`config.mk`:
```
export PLATFORM = sky130hd
export DESIGN_NAME = div_unit_flat
export DESIGN_NICKNAME = d
export VERILOG_FILES = /design/src/rtl/div_unit_if.sv /design/src/rtl/div_unit.sv /design/src/flat_wrapper.sv
export SDC_FILE = /design/constraint.sdc
export NUM_CORES = 1
export LEC_CHECK = 0
export CAP_MARGIN = 20
export CORE_MARGIN = 4
export CORE_UTILIZATION = 55
export CTS_BUF_LIST = sky130_fd_sc_hd__clkbuf_8
export CTS_CLUSTER_DIAMETER = 100
export DETAILED_ROUTE_END_ITERATION = 16
export PLACE_DENSITY = 0.77
export SLEW_MARGIN = 20
export SYNTH_ARGS = -nofsm -noshare
export SYNTH_HDL_FRONTEND = slang
export SYNTH_SLANG_ARGS = --single-unit
```
`constraint.sdc`:
```
create_clock -name clk -period 6.45 [get_ports clk]
set_clock_uncertainty 0.05 [all_clocks]
set_input_delay 1.935 -clock clk [delete_from_list [all_inputs] [get_ports clk]]
set_output_delay 1.935 -clock clk [all_outputs]
set_load 0.01 [all_outputs]
```
`src/rtl/div_unit_if.sv`:
```
// div_unit_if: request/response bundle between the EX stage and the divider.
// master = EX stage (drives operands, start and flush), slave = div_unit.
interface div_unit_if;
  logic        start_i;
  logic        signed_i;
  logic [31:0] data1_i;
  logic [31:0] data2_i;
  logic        annul_i;
  logic [63:0] result_o;
  logic        done_o;

  modport master (
    output start_i, signed_i, data1_i, data2_i, annul_i,
    input  result_o, done_o
  );

  modport slave (
    input  start_i, signed_i, data1_i, data2_i, annul_i,
    output result_o, done_o
  );
endinterface

```
`src/rtl/div_unit.sv`:
```
// div_unit: iterative 32-bit radix-2 restoring divider for div.w/div.wu/mod.w/mod.wu.
// result_o = {remainder, quotient}; done_o stays high until EX drops start_i.
// Optional build macro DIV_EARLY_OUT_EN: when |dividend| < |divisor| the
// result is produced after one cycle instead of 32 iterations.
//
// state     | meaning
// ----------+------------------------------------------------------------
// S_IDLE    | waiting for start_i; operands are captured on leaving
// S_DIVZERO | one-cycle short path (divide by zero, or early-out)
// S_ON      | one restoring iteration per cycle, 32 in total
// S_END     | result valid, held until start_i is released
module div_unit (
  input  logic        clk,
  input  logic        rst,
  div_unit_if.slave   bus
);

  typedef enum logic [1:0] {S_IDLE, S_DIVZERO, S_ON, S_END} state_e;

  state_e      state_q, state_d;
  logic [5:0]  cnt_q, cnt_d;
  logic [31:0] d1_q, d1_d;
  logic [31:0] dvs_q, dvs_d;
  logic        negq_q, negq_d;
  logic        negr_q, negr_d;
  logic [64:0] work_q, work_d;
  logic [63:0] result_q, result_d;
  logic        done_q, done_d;

  logic [31:0] abs1, abs2;
  logic [64:0] shifted;
  logic [33:0] trial;
  logic [64:0] step;
  logic [31:0] quo_fix, rem_fix;

  // Operand magnitudes; |-2^31| wraps to 0x8000_0000, read as unsigned.
  always_comb begin
    abs1 = (bus.signed_i && bus.data1_i[31]) ? (~bus.data1_i + 32'd1) : bus.data1_i;
    abs2 = (bus.signed_i && bus.data2_i[31]) ? (~bus.data2_i + 32'd1) : bus.data2_i;
  end

  // One restoring step on the work register, plus the final sign fixups.
  // work_q[64] is always zero between steps; it is kept as the trial's top
  // bit so the subtraction sees the full shifted partial remainder.
  always_comb begin
    shifted = {work_q[63:0], 1'b0};
    trial   = {work_q[64], shifted[64:32]} - {2'b00, dvs_q};
    step    = trial[33] ? shifted : {trial[32:0], shifted[31:1], 1'b1};
    quo_fix = negq_q ? (~step[31:0] + 32'd1)  : step[31:0];
    rem_fix = negr_q ? (~step[63:32] + 32'd1) : step[63:32];
  end

  // Next-state and output logic; annul overrides every transition.
  always_comb begin
    state_d  = state_q;
    cnt_d    = cnt_q;
    d1_d     = d1_q;
    dvs_d    = dvs_q;
    negq_d   = negq_q;
    negr_d   = negr_q;
    work_d   = work_q;
    result_d = result_q;
    done_d   = done_q;

    if (bus.annul_i) begin
      state_d  = S_IDLE;
      done_d   = 1'b0;
      result_d = '0;
    end else begin
      case (state_q)
        S_IDLE: begin
          if (bus.start_i) begin
            d1_d   = bus.data1_i;
            dvs_d  = abs2;
            negq_d = bus.signed_i & (bus.data1_i[31] ^ bus.data2_i[31]);
            negr_d = bus.signed_i & bus.data1_i[31];
            work_d = {33'b0, abs1};
            cnt_d  = '0;
            if (bus.data2_i == 32'd0)
              state_d = S_DIVZERO;
`ifdef DIV_EARLY_OUT_EN
            else if (abs1 < abs2)
              state_d = S_DIVZERO;
`endif
            else
              state_d = S_ON;
          end
        end
        S_DIVZERO: begin
          // A zero captured divisor means divide-by-zero; otherwise this is
          // the early-out path where the quotient is 0 and the remainder is
          // the raw dividend.
          result_d = {d1_q, (dvs_q == 32'd0) ? 32'hFFFF_FFFF : 32'h0000_0000};
          done_d   = 1'b1;
          state_d  = S_END;
        end
        S_ON: begin
          work_d = step;
          cnt_d  = cnt_q + 6'd1;
          if (cnt_q == 6'd31) begin
            result_d = {rem_fix, quo_fix};
            done_d   = 1'b1;
            state_d  = S_END;
          end
        end
        S_END: begin
          if (!bus.start_i) begin
            state_d  = S_IDLE;
            done_d   = 1'b0;
            result_d = '0;
          end
        end
        default: begin
          state_d  = S_IDLE;
          done_d   = 1'b0;
          result_d = '0;
        end
      endcase
    end
  end

  // State and datapath registers with synchronous reset.
  always_ff @(posedge clk) begin
    if (rst) begin
      state_q  <= S_IDLE;
      cnt_q    <= '0;
      d1_q     <= '0;
      dvs_q    <= '0;
      negq_q   <= 1'b0;
      negr_q   <= 1'b0;
      work_q   <= '0;
      result_q <= '0;
      done_q   <= 1'b0;
    end else begin
      state_q  <= state_d;
      cnt_q    <= cnt_d;
      d1_q     <= d1_d;
      dvs_q    <= dvs_d;
      negq_q   <= negq_d;
      negr_q   <= negr_d;
      work_q   <= work_d;
      result_q <= result_d;
      done_q   <= done_d;
    end
  end

  assign bus.result_o = result_q;
  assign bus.done_o   = done_q;

endmodule

```
`src/flat_wrapper.sv`:
```
// flat-port wrapper written by rule: the top's interface ports become plain ports
module div_unit_flat 
  (clk, rst, bus_start_i, bus_signed_i, bus_data1_i, bus_data2_i, bus_annul_i, bus_result_o, bus_done_o);
  div_unit_if bus_i ();
  input  logic clk;
  input  logic rst;
  input wire logic [$bits(bus_i.start_i)-1:0] bus_start_i;
  input wire logic [$bits(bus_i.signed_i)-1:0] bus_signed_i;
  input wire logic [$bits(bus_i.data1_i)-1:0] bus_data1_i;
  input wire logic [$bits(bus_i.data2_i)-1:0] bus_data2_i;
  input wire logic [$bits(bus_i.annul_i)-1:0] bus_annul_i;
  output wire logic [$bits(bus_i.result_o)-1:0] bus_result_o;
  output wire logic [$bits(bus_i.done_o)-1:0] bus_done_o;
  assign bus_i.start_i = bus_start_i;
  assign bus_i.signed_i = bus_signed_i;
  assign bus_i.data1_i = bus_data1_i;
  assign bus_i.data2_i = bus_data2_i;
  assign bus_i.annul_i = bus_annul_i;
  assign bus_result_o = bus_i.result_o;
  assign bus_done_o = bus_i.done_o;
  div_unit u_core (.clk(clk), .rst(rst), .bus(bus_i));
endmodule
```
### Word-level counts from Yosys, hierarchy flattened

Index checks and enable logic that the tools add are counted.

* register bits after elaboration: 204
* logic and storage cells: 63

* add/subtract/negate cells: 6
* eq/ne operators: 7
* multiplexer cells: 21
* bitwise logic cells: 8
* reduce and logical (&&, ||, !) cells: 12

Operators with widths (count)
* one-hot mux 64 bit (3 select lines): 1
* two-way mux 32 bit: 5
* two-way mux 65 bit: 2
* one-hot mux 65 bit (2 select lines): 1
* adder 32 x 1 -> 32 bit (second input constant): 4
* two-way mux 64 bit: 2
* inverter 32 bit: 4
* logical NOT 32 bit: 2
* subtractor 34 x 32 -> 34 bit: 1
* one-hot mux 6 bit (2 select lines): 1
* AND reduction 3 bit: 4
* two-way mux 2 bit: 4
* one-hot mux 2 bit (4 select lines): 1
* adder 6 x 1 -> 6 bit (second input constant): 1
* == test 6 x 5 -> 1 bit (second input constant): 1
* two-way mux 6 bit: 1
* == test 2 bit (second input constant): 2
* != test 2 bit (second input constant): 2
* one-hot mux 1 bit (3 select lines): 1
* nonzero test 3 bit: 1
* AND 1 bit: 2
* == test 2 x 1 -> 1 bit (second input constant): 1
* logical AND 1 bit: 2
* logical NOT 2 bit: 1
* other kinds (6): 7

### Logic depth before layout (Yosys ltp)

* word-level depth: 7
* depth in mapped cells: 24

### Worst setup path after synthesis

OpenSTA, ideal clock, no wires.

* path type: register -> register
* start: reg u_core.dvs_q[4]
* end: reg u_core.result_q[54], in the netlist u_core.bus.result_o[54]
* arrival time: 5.258 ns
* data required time: 6.277 ns
* setup slack: 1.020 ns
* stages on the path, launching flop included: 22
* clock period less this slack: 5.430 ns
* cell sequence: dfxtp_1 -> inv_1 -> ha_1 -> a21o_1 -> a31oi_2 -> a211oi_2 -> o311a_4 -> o21a_4 -> nor2_8 -> buf_2 -> buf_1 -> mux2i_1 -> ha_1 -> inv_1 -> or3_1 -> or4_1 -> a2111oi_1 -> a41oi_1 -> o41ai_1 -> xor2_1 -> a221oi_1 -> nor2_1

* cells in the longest elaborated chain, start to end: 7

Ends and longest elaborated chain
* start: declaration: RTL line div_unit.sv:23 `logic [31:0] dvs_q, dvs_d;`
* start signal: assignment: RTL line div_unit.sv:138 `dvs_q <= dvs_d;`
* subtractor 34 x 32 -> 34 bit (*): RTL line div_unit.sv:47 `trial = {work_q[64], shifted[64:32]} - {2'b00, dvs_q};`
* two-way mux 65 bit (*): RTL line div_unit.sv:48 `step = trial[33] ? shifted : {trial[32:0], shifted[31:1], 1'b1};`
* inverter 32 bit: RTL line div_unit.sv:50 `rem_fix = negr_q ? (~step[63:32] + 32'd1) : step[63:32];`
* adder 32 x 1 -> 32 bit: RTL line div_unit.sv:50
* two-way mux 32 bit (*): RTL line div_unit.sv:50
* two-way mux 64 bit (*): RTL line div_unit.sv:100 `if (cnt_q == 6'd31) begin`
* one-hot mux 64 bit (3 select lines) (*): RTL line div_unit.sv:70 `case (state_q)`
* end signal: assignment: RTL line div_unit.sv:142 `result_q <= result_d;`
* end: declaration: RTL line div_unit.sv:27 `logic [63:0] result_q, result_d;`

Mark *: on every way between the ends. The rest lies on a longest branch, timed or not. The select of a mux whose other input is x is not followed.
A chain may end at the register's enable or synchronous reset.

### Worst setup path after layout

* start: reg u_core.dvs_q[4]
* end: reg u_core.result_q[62], in the netlist u_core.bus.result_o[62]

Same word-level chain as after synthesis.

==> run summary <==
Total Wirelength: 44.8 mm
Largest net degree at the start of global routing: 73
Starting Density: 0.563
Post-synthesis mux area share: 0.0183
Crit start category: flop
Worst min path class: reg2reg
Final nets: 1998
Post-synth EDFFs: 0
CTS resizes: 0
I/O pins: 134
Post-route ant nets: 0
Worst path cell trace: inv_1, ha_1, a21o_1, a31oi_2, a211oi_2, o311a_4, nor3_4, nor2_8, inv_2, nor2_1, a21oi_1, ha_1, inv_1, or3_1, or4_1, a2111oi_1, a41o_1, nor4bb_1, a41oi_1, xnor2_1, a31oi_1
Synth Register Bits: 204
Setup Total Neg Slack: 0 ps
First-pass GRT wire length: 69.7 mm
CTS tree: done
Layout area overhead: 16.3%
Max incr delay on CP: 510 ps
Width of the chip: 163 um
Max Transition Viols Final: 0
Antenna violations before repair: 0
Vias in the first global route: 12.8k
RSZ-0062 raised after global routing: no
Worst-path fanout max: 11
WS Path Type: reg2reg
DR DRC count: 0
Avg Inst Size Synth: 7.32 um^2
Xor-xnor portion of the synthesized cell area: 0.0784
Async set-reset flop share out of synthesis: 0
Reg-to-reg slack, setup: 680 ps
Number of diodes: 0
Dpl hpwl: 33.2 mm
Buffer depth of the longest clock path: 3
Overflow after GRT: 0
Post-Place Cells: 2169
Post-CTS Setup Bufs: 0
Via count: 14.1k
First-pass iteration count of the detailed router: 8
Top-count cell post-synth: nand2_1
Synth Area in Compound Gates: 0.267
CTS Hold Buffers Added: 0
Clock Tree Root: clkbuf_8
Post-synthesis adder-cell area fraction: 0.0392
Die height: 163 um
Simple-Gate Fraction of Synth Area: 0.235
Dominant synthesized flop cell: dfxtp_1
Slowest-stage cell, CP: a2111oi_1
Yosys top cell area share: 0.307
Max Clk Rate: 0.173 GHz
Initial DRC Count: 1661
Worst EP required: 6740 ps
Final period utilization: 0.895
Placer Congestion: 0.979
Most frequent cells after synthesis: 289 x nand2_1, 204 x dfxtp_1, 181 x a21oi_1
Power Dens Cells: 222 nW/um^2
Max_slew headroom: 0.311
Final setup fails: 0
Netlist Area Pre-Place: 13300 um^2
Status: finished, final reports clean
Utilization after layout: 0.654
Core area: 23600 um^2
Post-DR vias/cell: 6.32
CTS buffer count: 36
Share of layout cells above drive strength 1: 0.0635
Worst-margin pin slew: 1030 ps
Synth cell types: 89
Worst vdd rail ir drop: 158 uV
Seq/Total Area, Yosys: 0.307
Clock net sink count: 204
Die Area: 26700 um^2
Synth Net Count: 1924
Crit path DAT: 6060 ps
Static Leakage: 5.76 nW
CTS HTree Levels: 2
Fin crit period: 5770 ps
Row Count: 56
Reg2Reg Depth: 21
Crit path capture type: flop
Overall Power: 3.43 mW
Yosys warns: 0
Max_cap viols: 0
Input/output buffers: 133
Largest area contributor in the netlist: dfxtp_1
Skew-Pair Late Insertion Delay: 530 ps
Main combinational cell family by area after synthesis: compound AO/OA/AOI/OAI gates
Synth Instances: 1814
Hold path depth: 2
Non-filler cells in the finished layout: 2225
Total track usage: 0.326
Drt wl/cell: 20.1 um
Top area cells in the synthesized netlist: dfxtp_1 31%, nand2_1 8.2%, a21oi_1 6.8%
Reg clk slew, reported paths: 60 ps
Final Hold Fails: 0
[layer usage]
layer	share of wire	track usage	vias up
met4	0.022	0.0812	0
met3	0.11	0.0749	73
li1	-	-	6625
met2	0.42	0.479	736
met1	0.45	0.482	6620
met5	0	0	-
[cells in the final DEF (no fill, tap or decap), types with 19 or more instances in the layout]
cell type        count
or3_1               20
a22oi_1             25
a21o_1              19
clkbuf_8            44
a221oi_1            20
xor2_1              43
clkdlybuf4s50_1    132
a211oi_1            33
nand3_1             42
nor4_1              28
ha_1                39
dfxtp_1            204
buf_4               21
a21oi_1            181
o21ai_0            139
a31oi_1             34
nor3_1              50
nand2_1            289
inv_1               68
nor2_1             161
xnor2_1             76
[path summary, 6_finish.rpt]
check | from | to
worst min register to register | u_core.d1_q[0]$_SDFFE_PP0P_ | u_core.d1_q[0]$_SDFFE_PP0P_
worst min-delay path | u_core.d1_q[0]$_SDFFE_PP0P_ | u_core.d1_q[0]$_SDFFE_PP0P_
worst max-delay path | u_core.dvs_q[4]$_SDFFE_PP0P_ | u_core.bus.result_o[62]$_SDFFE_PP0P_
worst max register to register | u_core.dvs_q[4]$_SDFFE_PP0P_ | u_core.bus.result_o[62]$_SDFFE_PP0P_
[critical path, delay by kind of cell, from the launching register on]
family / cells / cell delay [ps]
compound gates: 9 / 2390
xor+xnor: 1 / 200
simple gates: 6 / 1720
flops: 1 / 340
fa+ha+maj: 2 / 590
buf+inv: 3 / 270
[through the flow]
stage | hold slack [ps] | setup slack, ps | cell area, um^2
final | 403 | 679 | 15400
after global routing | 428 | 373 | 15400
after CTS | 405 | 793 | 15400
after detailed placement | 397 | 837 | 14700
after global placement | 392 | 1050 | 14700
after floorplan | 382 | 1020 | 13300
[sequential cells by signal, indices dropped and copies added, names as in the netlist]
signal,count
u_core.dvs_q,32
u_core.state_q,2
u_core.cnt_q,6
u_core.bus.result_o,64
u_core.negr_q,1
u_core.d1_q,32
u_core.negq_q,1
u_core.work_q,65
u_core.bus.done_o,1
[power breakdown]
group          total, mW  leakage [nW]  switching (mW)  internal, mW
Combinational      0.834          3.72           0.525         0.309
Sequential          1.38          1.66          0.0636          1.32
Clock               1.22         0.383           0.525         0.690
Total               3.43          5.76            1.11          2.32
[layout make-up]
cell class                      count  area (um^2)
Tap cell                          319          399
Inverter                           64          240
Multi-Input combinational cell   1429         8530
Clock buffer                       44          606
Fill cell                        2150         8160
Clock inverter                     12          109
Sequential cell                   204         4080
Timing Repair Buffer              153         1480
[logic make-up after synthesis]
family,count (synthesis)
compound gates,561
xor+xnor,119
fa+ha+maj,41
buf+inv,181
flops,204
mux,23
simple gates,685
(Power assumes the default switching activity.)
